===== config.mk =====
export PLATFORM = sky130hd
export DESIGN_NAME = mips_datapath_pc_predict
export DESIGN_NICKNAME = d
export VERILOG_FILES = /design/src/rtl/mips_datapath_pc_predict_pkg.sv /design/src/rtl/mips_datapath_pc_btb.sv /design/src/rtl/mips_datapath_pc_predict.sv
export SDC_FILE = /design/constraint.sdc
export NUM_CORES = 1
export LEC_CHECK = 0
export BUFFER_PORTS_ARGS = -buffer_cell sky130_fd_sc_hd__buf_4
export CAP_MARGIN = 10
export CELL_PAD_IN_SITES_DETAIL_PLACEMENT = 1
export CELL_PAD_IN_SITES_GLOBAL_PLACEMENT = 2
export CORE_MARGIN = 1.5
export CORE_UTILIZATION = 30
export CTS_BUF_LIST = sky130_fd_sc_hd__clkbuf_8 sky130_fd_sc_hd__clkbuf_16
export CTS_CLUSTER_DIAMETER = 60
export DETAILED_ROUTE_END_ITERATION = 7
export PLACE_DENSITY_LB_ADDON = 0.1
export SLEW_MARGIN = 5
export SYNTH_ARGS = -nofsm -noshare
export SYNTH_HDL_FRONTEND = slang
export SYNTH_SLANG_ARGS = --single-unit

===== constraint.sdc =====
create_clock -name clk -period 10.8 [get_ports clk]
set_input_delay 1.62 -clock clk [delete_from_list [all_inputs] [get_ports clk]]
set_output_delay 1.62 -clock clk [all_outputs]
set_load 0.02 [all_outputs]

===== src/rtl/mips_datapath_pc_predict_pkg.sv =====
//------------------------------------------------------------------------------
// mips_datapath_pc_predict_pkg : shared types for the predicting PC datapath
// Revision: 1.0
//------------------------------------------------------------------------------
`default_nettype none

package mips_datapath_pc_predict_pkg;

    typedef enum logic [1:0] {
        ACT_SEQ    = 2'd0,
        ACT_BRANCH = 2'd1,
        ACT_JUMP   = 2'd2,
        ACT_JUMPR  = 2'd3
    } res_action_e;

    typedef enum logic [1:0] {
        STRONG_NT = 2'd0,
        WEAK_NT   = 2'd1,
        WEAK_T    = 2'd2,
        STRONG_T  = 2'd3
    } ctr_e;

    function automatic ctr_e ctr_inc(input ctr_e c);
        return (c == STRONG_T) ? STRONG_T : ctr_e'(c + 2'd1);
    endfunction

    function automatic ctr_e ctr_dec(input ctr_e c);
        return (c == STRONG_NT) ? STRONG_NT : ctr_e'(c - 2'd1);
    endfunction

    function automatic logic ctr_taken(input ctr_e c);
        return c[1];
    endfunction

endpackage

`default_nettype wire


===== src/rtl/mips_datapath_pc_btb.sv =====
//------------------------------------------------------------------------------
// mips_datapath_pc_btb : direct-mapped branch target buffer with 2-bit counters
// Revision: 1.0
//------------------------------------------------------------------------------
`default_nettype none

module mips_datapath_pc_btb
    import mips_datapath_pc_predict_pkg::*;
#(
    parameter int ADDR_W    = 32,
    parameter int BTB_DEPTH = 16
) (
    input  logic              clk,
    input  logic              rst_n,
    input  logic [ADDR_W-3:0] lookup_word,
    output logic              lookup_taken,
    output logic [ADDR_W-1:0] lookup_target,
    input  logic              train_valid,
    input  logic [1:0]        train_action,
    input  logic [ADDR_W-3:0] train_word,
    input  logic [ADDR_W-1:0] train_target
);

    localparam int IDX_W = $clog2(BTB_DEPTH);
    localparam int TAG_W = ADDR_W - 2 - IDX_W;

    typedef struct packed {
        logic              valid;
        logic [TAG_W-1:0]  tag;
        ctr_e              ctr;
        logic [ADDR_W-1:0] target;
    } btb_entry_t;

    btb_entry_t entries [BTB_DEPTH];

    logic [IDX_W-1:0] lookup_idx;
    logic [TAG_W-1:0] lookup_tag;
    btb_entry_t       lookup_entry;

    logic [IDX_W-1:0] train_idx;
    logic [TAG_W-1:0] train_tag;
    btb_entry_t       train_entry;
    logic             train_hit;
    btb_entry_t       upd_entry;
    logic             write_en;

    // Lookup reads the array directly, so a same-cycle train is not visible yet.
    assign lookup_idx    = lookup_word[IDX_W-1:0];
    assign lookup_tag    = lookup_word[ADDR_W-3:IDX_W];
    assign lookup_entry  = entries[lookup_idx];
    assign lookup_taken  = lookup_entry.valid && (lookup_entry.tag == lookup_tag)
                           && ctr_taken(lookup_entry.ctr);
    assign lookup_target = lookup_entry.target;

    assign train_idx   = train_word[IDX_W-1:0];
    assign train_tag   = train_word[ADDR_W-3:IDX_W];
    assign train_entry = entries[train_idx];
    assign train_hit   = train_entry.valid && (train_entry.tag == train_tag);

    always_comb begin
        upd_entry = train_entry;
        write_en  = 1'b0;
        if (train_valid) begin
            if (train_action != ACT_SEQ) begin
                write_en         = 1'b1;
                upd_entry.valid  = 1'b1;
                upd_entry.tag    = train_tag;
                upd_entry.target = train_target;
                upd_entry.ctr    = train_hit ? ctr_inc(train_entry.ctr) : WEAK_T;
                // Unconditional transfers are always taken; pin them strong.
                if (train_action == ACT_JUMP || train_action == ACT_JUMPR) begin
                    upd_entry.ctr = STRONG_T;
                end
            end else if (train_hit) begin
                write_en      = 1'b1;
                upd_entry.ctr = ctr_dec(train_entry.ctr);
            end
        end
    end

    always_ff @(posedge clk or negedge rst_n) begin
        if (!rst_n) begin
            for (int i = 0; i < BTB_DEPTH; i++) begin
                entries[i] <= '0;
            end
        end else if (write_en) begin
            entries[train_idx] <= upd_entry;
        end
    end

endmodule

`default_nettype wire


===== src/rtl/mips_datapath_pc_predict.sv =====
//------------------------------------------------------------------------------
// mips_datapath_pc_predict : fetch PC register with BTB next-address prediction
// and execute-stage resolution. BTB built only with MIPS_DATAPATH_PC_BTB_EN.
// Revision: 1.0
//------------------------------------------------------------------------------
`default_nettype none

module mips_datapath_pc_predict
    import mips_datapath_pc_predict_pkg::*;
#(
    parameter int          ADDR_W       = 32,
    parameter logic [31:0] RESET_VECTOR = 32'h0000_0000,
    parameter int          BTB_DEPTH    = 16
) (
    input  logic              clk,
    input  logic              rst_n,
    input  logic              stall,
    input  logic              resValid,
    input  logic [1:0]        resAction,
    input  logic [ADDR_W-1:0] resPc,
    input  logic [15:0]       resOffset,
    input  logic [25:0]       resJump,
    input  logic [ADDR_W-1:0] resJumpr,
    input  logic              resPredTaken,
    input  logic [ADDR_W-1:0] resPredTarget,
    output logic [ADDR_W-1:0] addrCurr,
    output logic [ADDR_W-1:0] addrNext,
    output logic              predTaken,
    output logic [ADDR_W-1:0] predTarget,
    output logic              mispredict
);

    logic [ADDR_W-1:0] seq_addr;
    logic [ADDR_W-1:0] res_seq;
    logic [ADDR_W-1:0] branch_disp;
    logic [ADDR_W-1:0] jump_target;
    logic [ADDR_W-1:0] res_target;
    logic [ADDR_W-1:0] res_actual;
    logic              res_taken;

    assign seq_addr    = addrCurr + ADDR_W'(4);
    assign res_seq     = resPc + ADDR_W'(4);
    assign branch_disp = {{(ADDR_W-18){resOffset[15]}}, resOffset, 2'b00};

    // With a 28-bit address space the jump field covers the whole range.
    generate
        if (ADDR_W > 28) begin : g_jump_region
            assign jump_target = {res_seq[ADDR_W-1:28], resJump, 2'b00};
        end else begin : g_jump_flat
            assign jump_target = {resJump, 2'b00};
        end
    endgenerate

    always_comb begin
        res_target = res_seq;
        case (resAction)
            ACT_BRANCH: res_target = res_seq + branch_disp;
            ACT_JUMP:   res_target = jump_target;
            ACT_JUMPR:  res_target = resJumpr;
            default:    res_target = res_seq;
        endcase
    end

    assign res_taken  = (resAction != ACT_SEQ);
    assign res_actual = res_taken ? res_target : res_seq;
    assign mispredict = resValid && ((resPredTaken != res_taken)
                        || (res_taken && (resPredTarget != res_target)));

`ifdef MIPS_DATAPATH_PC_BTB_EN
    mips_datapath_pc_btb #(
        .ADDR_W    (ADDR_W),
        .BTB_DEPTH (BTB_DEPTH)
    ) u_btb (
        .clk           (clk),
        .rst_n         (rst_n),
        .lookup_word   (addrCurr[ADDR_W-1:2]),
        .lookup_taken  (predTaken),
        .lookup_target (predTarget),
        .train_valid   (resValid),
        .train_action  (resAction),
        .train_word    (resPc[ADDR_W-1:2]),
        .train_target  (res_target)
    );
`else
    assign predTaken  = 1'b0;
    assign predTarget = seq_addr;
`endif

    always_comb begin
        addrNext = seq_addr;
        if (mispredict) begin
            addrNext = res_actual;
        end else if (stall) begin
            addrNext = addrCurr;
        end else if (predTaken) begin
            addrNext = predTarget;
        end
    end

    always_ff @(posedge clk or negedge rst_n) begin
        if (!rst_n) begin
            addrCurr <= RESET_VECTOR[ADDR_W-1:0];
        end else begin
            addrCurr <= addrNext;
        end
    end

endmodule

`default_nettype wire


=== After elaboration in Yosys (flattened, before gate mapping) ===
Index checks and enable logic that the tools add are counted.

* Word-level logic and storage cells: 17
* Latch bits: 0
* Memory bits (read-only): 0
* Memories: 0
* Bits in writable memories: 0
* Output and inout port bits: 98
* Bits in registers: 32
* Bits of input ports: 145

* Add/sub/neg operators: 3
* Reductions and logical operators: 4
* Eq/ne operators: 5
* Magnitude comparators: 0
* Shifts and indexed selects: 0
* Bitwise logic cells: 0
* Multiply operators: 0
* Divide/modulo/power cells: 0
* Mux-type cells: 4

{| class="wikitable"
|+ Operator list
! cell !! count
|-
| $mux 32 || 3
|-
| $pmux 32 s3 || 1
|-
| $add 32x3->32 const B || 2
|-
| $add 32x32->32 || 1
|-
| $ne 32x32->1 || 1
|-
| $eq 2x2->1 const B || 2
|-
| $eq 2x1->1 const B || 1
|-
| $logic_and 1x1->1 || 2
|-
| $reduce_bool 2->1 || 1
|-
| $logic_or 1x1->1 || 1
|-
| $ne 1x1->1 || 1
|}

=== Depth between registers and ports, before layout ===
Gate-level depths: netlist (run 1).

* Word-level depth: 8
* Gate-level depth with buffers: 19
* Gate-level depth less buffers: 18

=== Worst setup path after synthesis (run 1) ===
OpenSTA, ideal clock, no wires.

* Kind: input to output
* Start point: input port resPc[4]
* End point: output port addrNext[14]
* Data required time: 9.180 ns
* Setup slack: 3.056 ns
* Stages: 18
* Arrival: 6.124 ns
* Path through: clkbuf_2 nand3_1 or4_1 o21a_1 or2_2 ha_1 a21oi_1 o21ai_0 a21oi_1 nor2_1 or4_1 a31oi_1 xnor2_1 nor4_1 nand4_1 o31ai_4 buf_4 mux2i_1

* Longest elaborated chain between the ends: 8

{| class="wikitable"
|+ RTL lines
! what !! line !! source
|-
| start, declared || mips_datapath_pc_predict.sv:20 || <nowiki>input logic [ADDR_W-1:0] resPc,</nowiki>
|-
| $add 32x3->32 * || mips_datapath_pc_predict.sv:42 || <nowiki>assign res_seq = resPc + ADDR_W'(4);</nowiki>
|-
| $add 32x32->32 || mips_datapath_pc_predict.sv:57 || <nowiki>ACT_BRANCH: res_target = res_seq + branch_disp;</nowiki>
|-
| $pmux 32 s3 || mips_datapath_pc_predict.sv:56 || <nowiki>case (resAction)</nowiki>
|-
| $ne 32x32->1 || mips_datapath_pc_predict.sv:67 || <nowiki>|| (res_taken && (resPredTarget != res_target)));</nowiki>
|-
| $logic_and 1x1->1 || mips_datapath_pc_predict.sv:67 ||
|-
| $logic_or 1x1->1 || mips_datapath_pc_predict.sv:67 ||
|-
| $logic_and 1x1->1 || mips_datapath_pc_predict.sv:66 || <nowiki>assign mispredict = resValid && ((resPredTaken != res_taken)</nowiki>
|-
| $mux 32 * || mips_datapath_pc_predict.sv:91 || <nowiki>if (mispredict) begin</nowiki>
|-
| end, declared || mips_datapath_pc_predict.sv:27 || <nowiki>output logic [ADDR_W-1:0] addrNext,</nowiki>
|}

Mark *: on every way between the ends. The rest lies on a longest branch, timed or not.

=== Worst setup path after layout (run 1) ===
* Start point: input port resPc[6]
* End point: output port addrNext[9]

The elaborated chain is that of the path after synthesis.

==> results by stage, run 1 <==
Worst setup path:
- STA puts the critical path data arrival time at a little under 8 ns.
- The buffering stage count on the worst path with inverters included is 3.
- Walking the worst path, the cells encountered are buf_4 > nand4_1 > or4_1 > nor4_1 > xor2_1 > ha_1 > nand4_1 > nor3_1 > o2111ai_1 > and3_1 > and3_1 > nor3_1 > xor2_1 > nor4_1 > nand4_1 > o31ai_4 > buf_4 > mux2_2 > buf_4.
- The slowest stage of the critical path belongs to the cell sky130_fd_sc_hd__or4_1.
- The worst setup path is launched from a primary input.
- Along the worst path, the maximum fanout reaches 33.
- In this run the worst setup path begins at resPc[6].
- The start-to-end type of the worst setup path is in2out.
- Broken down by cell family, the worst path's largest delay share belongs to simple AND/OR/NAND/NOR gates.
- The required arrival time at the worst endpoint is roughly 9 ns.
- The critical register-to-register path startpoint is addrCurr[2].
- On the worst path, the slowest cell contributes a delay of around 0.83 ns.
- The nature of the critical path endpoint is a primary output.

STA:
- The worst setup margin is approximately 1.5 ns.
- The clock skew is about 0.0061 ns.
- The worst slew margin relative to its limit is 28.31%.
- Setup repair after global routing left no endpoint under its margin.
- Summed over all failing endpoints, the final setup total negative slack is 0 ns.
- The number of endpoints with negative hold slack in the final report is 0.
- For this run, the top clock speed supported by timing is 0.1075 GHz.
- The shortest clock period the worst path allows after layout is approximately 9.3 ns.
- Setup violations remaining at the end of the flow were counted as 0.
- The final number of max-transition violations came to 0.
- At the pin with the least slew margin, the transition time is 1.069 ns.
- The fraction of the cycle the final worst path needs is 86.17%.

Synth:
- By instance count, the leading cell after synthesis is sky130_fd_sc_hd__nand2_1.
- Counting every instance in the synthesized netlist gives around 940.
- The synthesized design contains 0 enable-type register cells.
- Ranked by instance count, the synthesized netlist is headed by 98 x sky130_fd_sc_hd__nand2_1, 82 x sky130_fd_sc_hd__nor2_1, 64 x sky130_fd_sc_hd__xnor2_1.
- By area the synthesized netlist is led by sky130_fd_sc_hd__dfrtp_1 12%, sky130_fd_sc_hd__xnor2_1 8.2%, sky130_fd_sc_hd__ha_1 7.7%.
- After synthesis, the mean cell area works out to about 7.3 um^2.
- The Yosys warning count is 0.
- Summing every instance area after synthesis gives just under 7000 um^2.
- sky130_fd_sc_hd__dfrtp_1 takes more of the synthesized area than any other cell.
- The top-area cell type share of the netlist area is 11.67%.
- The number of distinct library cell variants in the gate-level netlist after synthesis is 77.
- For this run, asynchronously set or reset flops after synthesis account for 100.0%.
- Summing the sequential cell areas from Yosys gives 11.67% of the chip area.
- The most frequently used flop master after synthesis is sky130_fd_sc_hd__dfrtp_1.
- The number of nets in the synthesized netlist is approximately 1100.
- The synthesized design contains 32 register bits.

Detailed routing:
- The count of antenna-violating nets left after detailed routing is 0.
- The number of DRC violations after detailed-routing iteration 0 is a little under 400.
- For this run, design rule violations remaining after detail routing come to 0.
- The detailed-route vias per instance is ~5.6.
- The first TritonRoute pass finished after 5 iterations.
- The routed layout has 8028 vias.
- In the final routed layout, each cell accounts on average for between 20 and 25 um.
- Wires add up to ~33000 um.

Die:
- The overall die area is approximately 24000 um^2.
- The number of primary I/O pins is between 200 and 250.
- The die width is between 150 and 200 um.
- The die height is around 150 um.
- The starting utilization of the core area is a little under a third.
- The number of cell rows is 55.
- The placeable core area is around 23000 um^2.

CTS:
- Clock-pin slew was measured on the worst setup and hold paths at about 0.050 ns.
- In this run, CTS created clock tree buffers numbering 5.
- The number of hold buffers added after cts is 0.
- The H-tree generated during clock tree synthesis spans 2 levels.
- Counting along the longest clock path gives a buffer depth of 2.
- The root buffer selected by CTS is sky130_fd_sc_hd__clkbuf_16.
- In this run the post-CTS setup repair buffer count came out at 0.
- Once the clock tree was built, the resizer swapped 0 gates to a different size.
- TritonCTS built the clock tree.
- At the later pin of the worst-skew pair, clock insertion delay measures approximately 0.28 ns.
- The sink count of the clock tree is 32.

Job:
- The tool flagged a number of max-cap violations equal to 0.

Global routing:
- The via count of the first global-routing pass was a little under 8000.
- Entering global routing, the biggest net connects 47 pins.
- The global-route wire length before repair is 48900 um.
- The total routing usage reported by global routing is 27.03%.
- The initial antenna violation count is 1.
- The total overflow left after global routing is 0.

Final layout:
- The area growth from synthesis to layout is 31.18%.
- The register with the most flip-flops in the final layout is addrCurr.
- The antenna diode count is 0.
- The register with the most flip-flops in the layout has 32 of them.
- The proportion of layout cells with a drive suffix above 1 is between 20% and 30%.
- The largest registers in the layout are addrCurr x32.
- The final layout contains ~1300 nets.

Placement:
- The worst slack after detailed placement is 1.621 ns.
- Routability-driven placement finished with a final weighted congestion of roughly 0.9.
- The number of port buffers is approximately 240.
- The HPWL after detailed placement is around 27000 um.

Status:
- The run finished with clean final reports.

Power:
- The leakage power figure is approximately 0.0039 uW.
- The maximum vdd drop is about 0.078 mV.
- The power density relative to cell area is around 120 nW/um^2.

Min path:
- The worst hold-check path type is reg2reg.
- The beginning of the worst hold path is addrCurr[1].
worst register-to-register path, delay by kind of cell, from the launching register on:
kind / cells / cell delay [ns]
xor+xnor: 1 / 0.15
mux: 1 / 0.27
simple gates: 8 / 2.17
fa+ha+maj: 1 / 0.24
flops: 1 / 0.44
final cells by class:
| type | instances | area [um^2] |
|---|---|---|
| repair buffers | 247 | 1854 |
| fillers | 2880 | 13570 |
| well taps | 285 | 356.6 |
| clock inverters | 2 | 10.01 |
| flip-flops and latches | 32 | 800.8 |
| inverters | 39 | 146.4 |
| clock buffers | 6 | 138.9 |
| multi-input cells | 822 | 5694 |
where the power goes:
part / switching, uW / internal, uW / total (uW) / leakage [uW]
logic: 406 / 291 / 697 / 0.00350
clock network: 54.6 / 90.8 / 145 / 0.0000766
registers: 47.1 / 148 / 195 / 0.000370
stage by stage:
| stage | std cells | util, % | hold WS (ns) | instance area [um^2] | power (uW) |
|---|---|---|---|---|---|
| after floorplan | 943 | - | 0.7624 | 6862 | 588.0 |
| after global placement | 1425 | 39.22 | 0.5408 | 8852 | 884.8 |
| after detailed placement | 1425 | 39.22 | 0.5510 | 8852 | 888.1 |
| after CTS | 1433 | 39.88 | 0.5633 | 9001 | 1041 |
| after global routing | 1433 | 39.88 | 0.5812 | 9001 | 1097 |
| final | 1433 | 39.88 | 0.5649 | 9001 | 1037 |
logic make-up (layout without fill, tap and decap cells):
logic type / after synthesis / count (layout) / share of synthesized area, %
simple gates: 368 / 368 / 26.95
compound gates: 231 / 231 / 23.14
xor+xnor: 116 / 116 / 14.92
buf+inv: 89 / 294 / 5.379
mux: 63 / 63 / 9.938
fa+ha+maj: 43 / 43 / 7.950
flops: 32 / 32 / 11.67
other cells: 1 / 1 / 0.05465
placed cells by master, fill, tap and decap left out, types with 13 or more instances in the layout:
cell                       count
sky130_fd_sc_hd__buf_4       247
sky130_fd_sc_hd__nand2_1      98
sky130_fd_sc_hd__nor2_1       82
sky130_fd_sc_hd__xnor2_1      64
sky130_fd_sc_hd__xor2_1       51
sky130_fd_sc_hd__a21oi_1      51
sky130_fd_sc_hd__ha_1         42
sky130_fd_sc_hd__nand3_1      41
sky130_fd_sc_hd__o21ai_0      40
sky130_fd_sc_hd__mux2i_1      40
sky130_fd_sc_hd__inv_1        37
sky130_fd_sc_hd__nor3_1       36
sky130_fd_sc_hd__dfrtp_1      32
sky130_fd_sc_hd__nand4_1      21
sky130_fd_sc_hd__mux2_2       20
sky130_fd_sc_hd__o21a_1       15
sky130_fd_sc_hd__a211oi_1     15
sky130_fd_sc_hd__nor4_1       13
metal layers:
metal  vias to the layer above  GRT usage (%)  part of all wire (%)
met5                         -              0                     0
met4                         0          7.166                   2.3
met3                        28          3.362                   5.3
met2                       217          46.05                    47
met1                      3916          35.98                    46
li1                       3867              -                     -
worst paths after layout:
check                                    end  slack (ns)  cells after the start
worst max register to register  addrCurr[28]        7.42                     11
worst min register to register   addrCurr[1]        0.56                      1
max in group asynchronous       addrCurr[27]        9.16                      1
worst min-delay path             addrCurr[1]        0.56                      1
min in group asynchronous        addrCurr[5]        1.29                      1
worst max-delay path             addrNext[9]        1.49                     19
No activity file was read; power rests on OpenSTA's default activity.
==> run 2: changes to the inputs <==
--- a/config.mk
+++ b/config.mk
@@ -15,6 +15,7 @@
 export CTS_CLUSTER_DIAMETER = 60
 export DETAILED_ROUTE_END_ITERATION = 7
 export PLACE_DENSITY_LB_ADDON = 0.1
+export REMOVE_ABC_BUFFERS = 1
 export SLEW_MARGIN = 5
 export SYNTH_ARGS = -nofsm -noshare
 export SYNTH_HDL_FRONTEND = slang
==> run 2 against run 1 <==
Net effect: die area did not move; first-iteration DRC count rose by 13%; fmax barely moved; register-to-register slack got worse by 0.02 ns; sequential share of layout area barely moved; combinational power barely moved; global-route usage barely moved.
==> results by stage, run 2 (synthesis gave the netlist of run 1 again) <==
Detailed routing:
- For this block, the initial DRC count from the detailed router was between 400 and 500.
- The average wire per cell in the routed design is about 23 um.
- The via count is 8154.
- Dividing the detail-routed via count by the number of cells gives 5.686.
- In this run the remaining antenna-violating nets after routing total 0.
- The first-pass detailed-route iteration total is 5.
- The total wire length after detailed routing is 32810 um.
- In the routed design, unresolved DRC markers number 0.

CTS:
- The TritonCTS clock tree is done.
- In this run the number of H-tree levels came out at 2.
- The maximum buffer depth of the clock tree is 2.
- The number of buffers added by the clock tree synthesis step is 5.
- The tree built by TritonCTS fans out to 32 sinks.
- The clock-pin slew reported for the worst setup and hold paths after clock tree synthesis is about 0.060 ns.
- The number of instances resized during post-cts repair is 0.
- After clock tree synthesis, the flow added hold-fix buffers numbering 0.
- In this run the clock root is driven by a sky130_fd_sc_hd__clkbuf_16.
- Clock latency on the worst-skew pair, taken at its later pin, is roughly 0.28 ns.
- The total setup buffers inserted after CTS is 0.

Status:
- The flow ran to the end, and the final reports show no timing, DRC or antenna violations.

STA:
- The highest attainable clock frequency is between 0.1 and 0.15 GHz.
- The final number of max-transition violations is 0.
- At the pin with the least slew margin, the transition time is ~1.1 ns.
- The clock skew is just under 0.008 ns.
- Setup repair after global routing left no endpoint under its margin.
- The count of endpoints failing setup in the final report is 0.
- The number of endpoints with negative hold slack in the final report is 0.
- The shortest clock period the worst path allows after layout is about 9.3 ns.
- The fraction of the cycle the final worst path needs is between 80 and 90%.
- Headroom to the max-slew limit came out at roughly 28%.
- Summed over all failing endpoints, the final setup total negative slack is 0 ns.

Die:
- The core region is between 20000 and 25000 um^2.
- The floorplan step defined a die boundary enclosing approximately 24000 um^2.
- The die is between 150 and 200 um wide.
- The number of cell rows is 55.
- The die height is between 150 and 200 um.
- For this configuration, the core starts out at a cell density of a little under a third.
- The number of primary I/O pins is approximately 240.

Worst setup path:
- The slowest stage of the critical path is the sky130_fd_sc_hd__or4_1 cell.
- The critical path's largest stage delay is ~0.80 ns.
- Broken down by cell family, the worst path's largest delay share belongs to simple AND/OR/NAND/NOR gates.
- For the worst flop-to-flop path, the logic depth is 11.
- The nature of the critical path endpoint is a primary output.
- The endpoint identified for the worst register-to-register timing path is addrCurr[28].
- The critical path goes through buf_4 > nand4_1 > or4_1 > nor4_1 > xor2_1 > ha_1 > nand4_1 > nor3_1 > o2111ai_1 > and3_1 > and3_1 > nor3_1 > xor2_1 > nor4_1 > nand4_1 > o31ai_4 > buf_4 > mux2_2 > buf_4.
- STA classifies the critical path startpoint as a primary input.
- The arrival time at the worst endpoint is between 7 and 8 ns.
- The register-to-register path setup slack is between 7 and 8 ns.
- The required arrival time at the worst endpoint is slightly above 9 ns.
- Together, buffers and inverters on the worst path number 3.
- The critical path is of the in2out type.
- The critical register-to-register path startpoint is addrCurr[2].
- Of all nets on the critical path, the largest fanout is 33.

Min path:
- The path class of the tightest hold or removal check is reg2reg.
- The beginning of the worst hold path is addrCurr[1].
- The sink of the worst hold path is addrCurr[1].
- The number of cells on the worst hold path is 1.

Final layout:
- The post-route netlist has about a quarter of its cells at a drive strength greater than 1.
- The area overhead of the layout relative to synthesis is 31.51%.
- The antenna diode count is 0.
- More flip-flops sit in one register than any other, and that register is addrCurr.
- In the layout the commonest cells are 248 x sky130_fd_sc_hd__buf_4, 98 x sky130_fd_sc_hd__nand2_1, 82 x sky130_fd_sc_hd__nor2_1.
- The library cell used most frequently in the layout, excluding fill and tap cells, is sky130_fd_sc_hd__buf_4.
- The total of fill cells in the finished design is 2824.
- Across the whole layout, storage elements account for roughly 800 um^2.
- The post-layout instance area is roughly 9000 um^2.
- The final design utilization is 39.98%.
- The final net count is ~1300.
- The largest registers in the layout are addrCurr x32.
- The register with the most flip-flops in the layout has 32 of them.
- In the final layout, the multi-input gates occupy between 5000 and 6000 um^2.

Job:
- Max-cap violations in this run came to 0.

Global routing:
- The global-route wire length before repair is a little under 50000 um.
- The global-route congestion overflow total is 0.
- The initial antenna violation count was 0.
- For this run, the total global-route usage over all layers was measured as 26.99%.
- The via count of the first global-routing pass is between 8000 and 9000.
- The maximum number of pins on one net before global-route repair is 47.

Placement:
- The placed wire-length estimate after detailed placement is between 20000 and 30000 um.
- Summing all placed instances gives a cell area of slightly below 9000 um^2.
- The final weighted congestion of routability-driven global placement is roughly 0.88.
- Input and output buffers added on the ports amount to 241.

Power:
- The maximum vdd drop is about 0.077 mV.
- The leakage power figure is roughly 0.004 uW.
- The total power of the final layout is around 1100 uW.
- Power spread over the standard cell area amounts to between 100 and 150 nW/um^2.
[run 2: cell types whose count changed in the layout (fill, tap and decap cells not counted)]
cell / change
sky130_fd_sc_hd__clkbuf_8: -1
sky130_fd_sc_hd__inv_1: +1
sky130_fd_sc_hd__buf_4: +1
sky130_fd_sc_hd__bufinv_16: +1
sky130_fd_sc_hd__clkinv_2: -1
[run 2: layout make-up]
class	instances	share of cell area, %
flip-flops and latches	32	8.874
clock inverters	3	0.4298
well taps	285	3.952
repair buffers	248	20.63
multi-input cells	822	63.10
clock buffers	5	1.387
inverters	39	1.622
[run 2: report_power, final]
part	internal [uW]	switching [uW]	total, uW
clock network	108	56.3	164
logic	291	404	695
registers	147	46.6	194
total	547	507	1050
[run 2: metal layers]
layer | vias up | part of all wire (%) | global-route usage [%]
met4 | 0 | 2.3 | 6.796
li1 | 3870 | - | -
met5 | - | 0 | 0
met3 | 39 | 5.7 | 2.746
met2 | 283 | 47 | 46.39
met1 | 3962 | 45 | 36.10
[run 2: worst max-delay path by stage]
stage / depth (start not counted) / start / end
3_5_place_dp: 19 / resPc[6] / addrNext[8]
5_1_grt: 19 / resPc[5] / addrNext[9]
4_1_cts: 19 / resPc[6] / addrNext[9]
3_3_place_gp: 19 / resPc[6] / addrNext[8]
6_report: 19 / resPc[6] / addrNext[9]
2_1_floorplan: 16 / resPc[8] / addrNext[0]
[run 2: worst reg2reg max path, cell delays in order (launching register included)]
cell and delay (ns):
sky130_fd_sc_hd__dfrtp_1 0.43, sky130_fd_sc_hd__ha_1 0.24, sky130_fd_sc_hd__nand3_1 0.20, sky130_fd_sc_hd__nor2_1 0.21, sky130_fd_sc_hd__and3_1 0.24, sky130_fd_sc_hd__and3_1 0.30, sky130_fd_sc_hd__nand2_1 0.27, sky130_fd_sc_hd__or4_1 0.60
sky130_fd_sc_hd__nor2_1 0.25, sky130_fd_sc_hd__nand3_1 0.13, sky130_fd_sc_hd__xnor2_1 0.15, sky130_fd_sc_hd__mux2_2 0.27
[run 2: per-stage QoR]
step           setup WS [ns]  hold WS (ns)  instances
2_1_floorplan          2.315        0.8859        893
3_3_place_gp           1.566        0.5379       1426
6_report               1.499        0.5530       1434
3_5_place_dp           1.562        0.5444       1426
5_1_grt                1.168        0.5944       1434
4_1_cts                1.512        0.5560       1434
